## src/rtl/obi_pkg.sv

```systemverilog
// ============================================================================
// obi_pkg : shared OBI types, default widths and manager state encoding
// Rev 1.0
// ============================================================================
`default_nettype none

package obi_pkg;

    localparam int OBI_ADDR_WIDTH = 32;
    localparam int OBI_DATA_WIDTH = 32;
    localparam int OBI_BE_WIDTH   = OBI_DATA_WIDTH / 8;

    typedef enum logic [1:0] {
        ST_IDLE   = 2'd0,
        ST_ADDR   = 2'd1,
        ST_WAIT_R = 2'd2,
        ST_RESP   = 2'd3
    } obi_mgr_state_t;

    typedef struct packed {
        logic [OBI_ADDR_WIDTH-1:0] addr;
        logic                      we;
        logic [OBI_BE_WIDTH-1:0]   be;
        logic [OBI_DATA_WIDTH-1:0] wdata;
    } obi_a_chan_t;

    typedef struct packed {
        logic [OBI_DATA_WIDTH-1:0] rdata;
    } obi_r_chan_t;

endpackage

`default_nettype wire

```

## src/rtl/obi_timeout_cnt.sv

```systemverilog
// ============================================================================
// obi_timeout_cnt : clearable wait counter, flags the last allowed wait cycle
// Rev 1.0
// ============================================================================
`default_nettype none

module obi_timeout_cnt #(
    parameter int TIMEOUT_CYCLES = 255
) (
    input  logic clk,
    input  logic rst,
    input  logic clr,
    input  logic en,
    output logic hit
);

    localparam int CNT_W = (TIMEOUT_CYCLES <= 2) ? 1 : $clog2(TIMEOUT_CYCLES);
    localparam int c_TERM_INT = (TIMEOUT_CYCLES == 0) ? 0 : TIMEOUT_CYCLES - 1;
    localparam logic [CNT_W-1:0] c_TERM = CNT_W'(c_TERM_INT);
    localparam bit c_ENABLED = (TIMEOUT_CYCLES != 0);

    logic [CNT_W-1:0] r_cnt;

    always_ff @(posedge clk) begin
        if (rst || clr) begin
            r_cnt <= '0;
        end else if (en) begin
            if (r_cnt == c_TERM) begin
                r_cnt <= '0;
            end else begin
                r_cnt <= r_cnt + CNT_W'(1);
            end
        end
    end

    // hit marks the TIMEOUT_CYCLES-th consecutive cycle spent waiting
    assign hit = c_ENABLED && en && (r_cnt == c_TERM);

endmodule

`default_nettype wire

```

## src/rtl/obi_manager.sv

```systemverilog
// ============================================================================
// obi_manager : single-outstanding OBI initiator with local cmd/rsp ports
// Rev 1.0
// ============================================================================
`default_nettype none

module obi_manager
    import obi_pkg::*;
#(
    parameter int ADDR_WIDTH     = OBI_ADDR_WIDTH,
    parameter int DATA_WIDTH     = OBI_DATA_WIDTH,
    parameter int TIMEOUT_CYCLES = 255
) (
    input  logic                    clk_i,
    input  logic                    rst_i,

    input  logic                    cmd_valid_i,
    output logic                    cmd_ready_o,
    input  logic [ADDR_WIDTH-1:0]   cmd_addr_i,
    input  logic                    cmd_we_i,
    input  logic [DATA_WIDTH/8-1:0] cmd_be_i,
    input  logic [DATA_WIDTH-1:0]   cmd_wdata_i,

    output logic                    rsp_valid_o,
    input  logic                    rsp_ready_i,
    output logic [DATA_WIDTH-1:0]   rsp_rdata_o,
    output logic                    rsp_err_o,

    output logic                    obi_req_o,
    input  logic                    obi_gnt_i,
    output logic [ADDR_WIDTH-1:0]   obi_addr_o,
    output logic                    obi_we_o,
    output logic [DATA_WIDTH/8-1:0] obi_be_o,
    output logic [DATA_WIDTH-1:0]   obi_wdata_o,
    input  logic                    obi_rvalid_i,
    input  logic [DATA_WIDTH-1:0]   obi_rdata_i
);

    localparam int BE_WIDTH = DATA_WIDTH / 8;

    obi_mgr_state_t          r_state, w_state_next;
    logic                    r_req, w_req_next;
    logic [ADDR_WIDTH-1:0]   r_addr, w_addr_next;
    logic                    r_we, w_we_next;
    logic [BE_WIDTH-1:0]     r_be, w_be_next;
    logic [DATA_WIDTH-1:0]   r_wdata, w_wdata_next;
    logic                    r_rsp_valid, w_rsp_valid_next;
    logic [DATA_WIDTH-1:0]   r_rdata, w_rdata_next;
    logic                    r_err, w_err_next;

    logic w_cnt_clr;
    logic w_cnt_en;
    logic w_cnt_hit;

    // Counter restarts on the way into ADDR (from IDLE) and into WAIT_R (on gnt)
    assign w_cnt_clr = (r_state == ST_IDLE) || ((r_state == ST_ADDR) && obi_gnt_i);
    assign w_cnt_en  = (r_state == ST_ADDR) || (r_state == ST_WAIT_R);

    obi_timeout_cnt #(
        .TIMEOUT_CYCLES (TIMEOUT_CYCLES)
    ) u_timeout (
        .clk (clk_i),
        .rst (rst_i),
        .clr (w_cnt_clr),
        .en  (w_cnt_en),
        .hit (w_cnt_hit)
    );

    always_ff @(posedge clk_i) begin
        if (rst_i) begin
            r_state     <= ST_IDLE;
            r_req       <= 1'b0;
            r_addr      <= '0;
            r_we        <= 1'b0;
            r_be        <= '0;
            r_wdata     <= '0;
            r_rsp_valid <= 1'b0;
            r_rdata     <= '0;
            r_err       <= 1'b0;
        end else begin
            r_state     <= w_state_next;
            r_req       <= w_req_next;
            r_addr      <= w_addr_next;
            r_we        <= w_we_next;
            r_be        <= w_be_next;
            r_wdata     <= w_wdata_next;
            r_rsp_valid <= w_rsp_valid_next;
            r_rdata     <= w_rdata_next;
            r_err       <= w_err_next;
        end
    end

    always_comb begin
        w_state_next     = r_state;
        w_req_next       = r_req;
        w_addr_next      = r_addr;
        w_we_next        = r_we;
        w_be_next        = r_be;
        w_wdata_next     = r_wdata;
        w_rsp_valid_next = r_rsp_valid;
        w_rdata_next     = r_rdata;
        w_err_next       = r_err;

        case (r_state)
            ST_IDLE: begin
                if (cmd_valid_i) begin
                    w_addr_next  = cmd_addr_i;
                    w_we_next    = cmd_we_i;
                    w_be_next    = cmd_be_i;
                    w_wdata_next = cmd_wdata_i;
                    w_req_next   = 1'b1;
                    w_state_next = ST_ADDR;
                end
            end
            ST_ADDR: begin
                // A grant arriving on the timeout cycle still completes normally
                if (obi_gnt_i) begin
                    w_req_next   = 1'b0;
                    w_state_next = ST_WAIT_R;
                end else if (w_cnt_hit) begin
                    w_req_next       = 1'b0;
                    w_rsp_valid_next = 1'b1;
                    w_rdata_next     = '0;
                    w_err_next       = 1'b1;
                    w_state_next     = ST_RESP;
                end
            end
            ST_WAIT_R: begin
                if (obi_rvalid_i) begin
                    w_rsp_valid_next = 1'b1;
                    w_rdata_next     = r_we ? '0 : obi_rdata_i;
                    w_err_next       = 1'b0;
                    w_state_next     = ST_RESP;
                end else if (w_cnt_hit) begin
                    w_rsp_valid_next = 1'b1;
                    w_rdata_next     = '0;
                    w_err_next       = 1'b1;
                    w_state_next     = ST_RESP;
                end
            end
            ST_RESP: begin
                if (rsp_ready_i) begin
                    w_rsp_valid_next = 1'b0;
                    w_rdata_next     = '0;
                    w_err_next       = 1'b0;
                    w_state_next     = ST_IDLE;
                end
            end
            default: begin
                w_state_next = ST_IDLE;
                w_req_next   = 1'b0;
            end
        endcase
    end

    assign cmd_ready_o = (r_state == ST_IDLE);
    assign rsp_valid_o = r_rsp_valid;
    assign rsp_rdata_o = r_rdata;
    assign rsp_err_o   = r_err;
    assign obi_req_o   = r_req;
    assign obi_addr_o  = r_addr;
    assign obi_we_o    = r_we;
    assign obi_be_o    = r_be;
    assign obi_wdata_o = r_wdata;

endmodule

`default_nettype wire

```

## config.mk

```make
export PLATFORM = sky130hd
export DESIGN_NAME = obi_manager
export DESIGN_NICKNAME = d
export VERILOG_FILES = /design/src/rtl/obi_pkg.sv /design/src/rtl/obi_timeout_cnt.sv /design/src/rtl/obi_manager.sv
export SDC_FILE = /design/constraint.sdc
export NUM_CORES = 1
export LEC_CHECK = 0
export BUFFER_PORTS_ARGS = -buffer_cell sky130_fd_sc_hd__buf_2
export CAP_MARGIN = 10
export CORE_ASPECT_RATIO = 0.75
export CORE_MARGIN = 5
export CORE_UTILIZATION = 41
export CTS_BUF_LIST = sky130_fd_sc_hd__clkbuf_16
export CTS_CLUSTER_SIZE = 25
export DETAILED_ROUTE_END_ITERATION = 10
export PLACE_DENSITY = 0.76
export RECOVER_POWER = 25
export SETUP_SLACK_MARGIN = 0.05
export SLEW_MARGIN = 20
export SYNTH_ARGS = -nofsm -noshare
export SYNTH_HDL_FRONTEND = slang
export SYNTH_HIERARCHICAL = 1
export SYNTH_SLANG_ARGS = --single-unit
```

## constraint.sdc

```tcl
create_clock -name clk_i -period 2.2 [get_ports clk_i]
set_input_delay 0.33 -clock clk_i [delete_from_list [all_inputs] [get_ports clk_i]]
set_output_delay 0.33 -clock clk_i [all_outputs]
set_load 0.1 [all_outputs]
```

==> reports/qor.yml <==
worst_setup_path:
  cp-start-kind: "flop"
  critPathRequiredTime_ns: 2.48
  worstPathMaxFanout: 16
  worstPathArrival_ns: 2.29
  worstSetupPathType: "flop to flop"
  end_kind: "flop"
floorplanning:
  start_util_pct: 41.69
  die_w_um: 127.7
  dieArea_sq_um: 12540
  dieHeight_um: 98.24
  core.rowCount: 32
  core-area_sq_um: 10210
  io_pins: 212
grt:
  met1_usage_pct: 21.67
  antenna_found_initial: 0
  grt_pass1_wl_um: 19460
  globalRouteMet2Util_pct: 31.95
  busiest_layer: "met2"
  gr-usage-met3_pct: 9.349
  grt_pass1_vias: 4006
  overflow: 0
  grt_use_total_pct: 19.23
  grt_max_degree: 71
synthesis:
  synth_nets: 579
  synth_most_common_cell: "nand2_1"
  ys_warn_count: 6
  synthCells: 463
  synth-seq-cells: 114
  ys.flop_type: "dfxtp_1"
  async_flop_share_pct: 0
  netlist_top_cells_count: "nand2_1, dfxtp_1, a21oi_1, a32o_1, clkbuf_1"
  synth.distinct_cells: 40
  synth_top_area_share_pct: 53.62
  ys_seq_area_share_pct: 53.62
  synth_area_leader_cell: "dfxtp_1"
  synth-edff-count: 0
  ys_top_cells_by_area: "dfxtp_1, nand2_1, a21oi_1, a32o_1, ha_1"
  avgSynthCellArea_sq_um: 9.193
  netlist_area_sq_um: 4257
timing:
  rsz0062_at_grt: "no"
  relSlewSlack_pct: 19.77
  finalCritPeriodShare_pct: 91.02
  finalMaxSlewViolations: 0
  hold_viol_final: 0
  skew_ns: 0.008270
  setup_viol: 0
  final.min_clock_period_ns: 2.003
  hold_ws_ns: 0.1463
  tightest_slew_ns: 1.208
  fmaxAchievable_ghz: 0.4994
clock_network:
  cts_tree: "built"
  cts-root-buf: "clkbuf_16"
  cts_buffers: 17
  htreeDepth: 4
  cts_buffer_depth: 2
  cts_sinks: 114
  cts_hold_buf: 0
  clkTransAtPathRegs_ns: 0.05
  clk_latency_ns: 0.40
run_status:
  status: "finished, final reports clean"
detailed_routing:
  vias: 4033
  ant_nets: 0
  drt_iter0_drc: 218
  firstDrtPassIters: 5
  drt-vias-per-instance: 4.930
  wl_per_cell_um: 14.99
  drcViolationCount: 0
  wirelength_um: 12270
worst_hold_path:
  min_path_type: "input port to flop"
job:
  drv_cap: 0
placed_design:
  placed_area_sq_um: 5355
  port_buffers: 211
  finalWeightedCongestion: 0.8254
  dpl.hpwl_um: 8825
  placedCellCount: 783
power_and_ir_drop:
  powerDensity_nw_per_um2: 1333
  ir_drop_uv: 893.9
  p_leak_nw: 2.640
finish:
  fin_area_sq_um: 5968
  area_growth_pct: 40.21
  antenna-diode-count: 0
  finalNonFillerCells: 818
  drive_above_1_share_pct: 31.67
  nets: 787
  fin_util_pct: 58.46
==> path summary, 6_finish.rpt <==
path | slack (ns) | end | start | depth (start not counted)
worst max-delay path | 0.20 | rsp_rdata_o[11]$_SDFFE_PP0P_ | r_state[1]$_SDFFE_PP0P_ | 8
worst min-delay path | 0.15 | rsp_rdata_o[12]$_SDFFE_PP0P_ | obi_rdata_i[12] | 2
worst max register to register | 0.20 | rsp_rdata_o[11]$_SDFFE_PP0P_ | r_state[1]$_SDFFE_PP0P_ | 8
worst min register to register | 0.45 | obi_wdata_o[0]$_SDFFE_PP0P_ | obi_wdata_o[0]$_SDFFE_PP0P_ | 2
==> layout make-up <==
class | count | area [sq um]
Inverter | 7 | 26.28
Fill cell | 939 | 4242
Clock buffer | 17 | 425.4
Clock inverter | 13 | 168.9
Multi-Input combinational cell | 308 | 1758
Sequential cell | 114 | 2282
Timing Repair Buffer | 223 | 1137
Tap cell | 136 | 170.2
==> per-stage QoR <==
step                      setup TNS, ns  power, mW  setup WS, ns
after floorplan                       0      4.709        0.1862
after global placement                0      5.165       0.06665
after detailed placement         -1.542      5.220      -0.06392
after CTS                             0      8.013        0.1084
after global routing                  0      8.317       0.08150
final                                 0      7.953        0.1975
==> logic make-up after synthesis <==
family	share of synthesized area [%]
AO/OA/AOI/OAI	20.52
flip-flops	53.62
adder cells (fa/ha/maj)	2.646
AND/OR/NAND/NOR	16.64
XOR/XNOR	0.8232
buffers and inverters	5.761
==> state kept, by name (all words and copies together) (netlist names) <==
name and cells:
obi_addr_o 32, obi_be_o 4, obi_req_o 1, obi_wdata_o 32
obi_we_o 1, r_state 2, rsp_err_o 1, rsp_rdata_o 32
rsp_valid_o 1, u_timeout/r_cnt 8
==> worst max-delay path, cell delays in order, from the launching register on <==
cell and delay [ns]:
dfxtp_1 0.40, inv_1 0.13, ha_1 0.32, nand4_1 0.10, nor2_1 0.17, a21o_2 0.23
o211ai_4 0.11, buf_12 0.16, a32o_1 0.26
==> cell usage in the layout (no fill, tap or decap), drive strengths merged, types with 5 or more instances in the layout <==
master / netlist / routed
buf: 19 / 174
nand2: 141 / 141
dfxtp: 114 / 114
a21oi: 71 / 71
clkbuf: 16 / 66
a32o: 32 / 32
nor2: 9 / 9
ha: 9 / 9
inv: 7 / 7
clkinv: 0 / 7
nand4: 5 / 5
==> power breakdown <==
group	total [mW]	switching, mW	leakage, nW	internal (mW)
logic	2.79	2.26	1.43	0.526
registers	2.42	0.128	0.930	2.29
clock network	2.75	0.889	0.285	1.86
total	7.95	3.28	2.64	4.68
==> repair_timing <==
action	4_1_cts	5_1_grt
setup buffers	0	4
pin swaps	1	3
setup endpoints to repair	32	33
resized for setup	1	1
cloned	1	0
==> routing by layer <==
layer,vias up,wire length [um]
met1,1835,4963
met2,168,5877
li1,2018,-
met5,-,0
met4,0,138
met3,12,1286
Power figures use the tool's default switching activity.
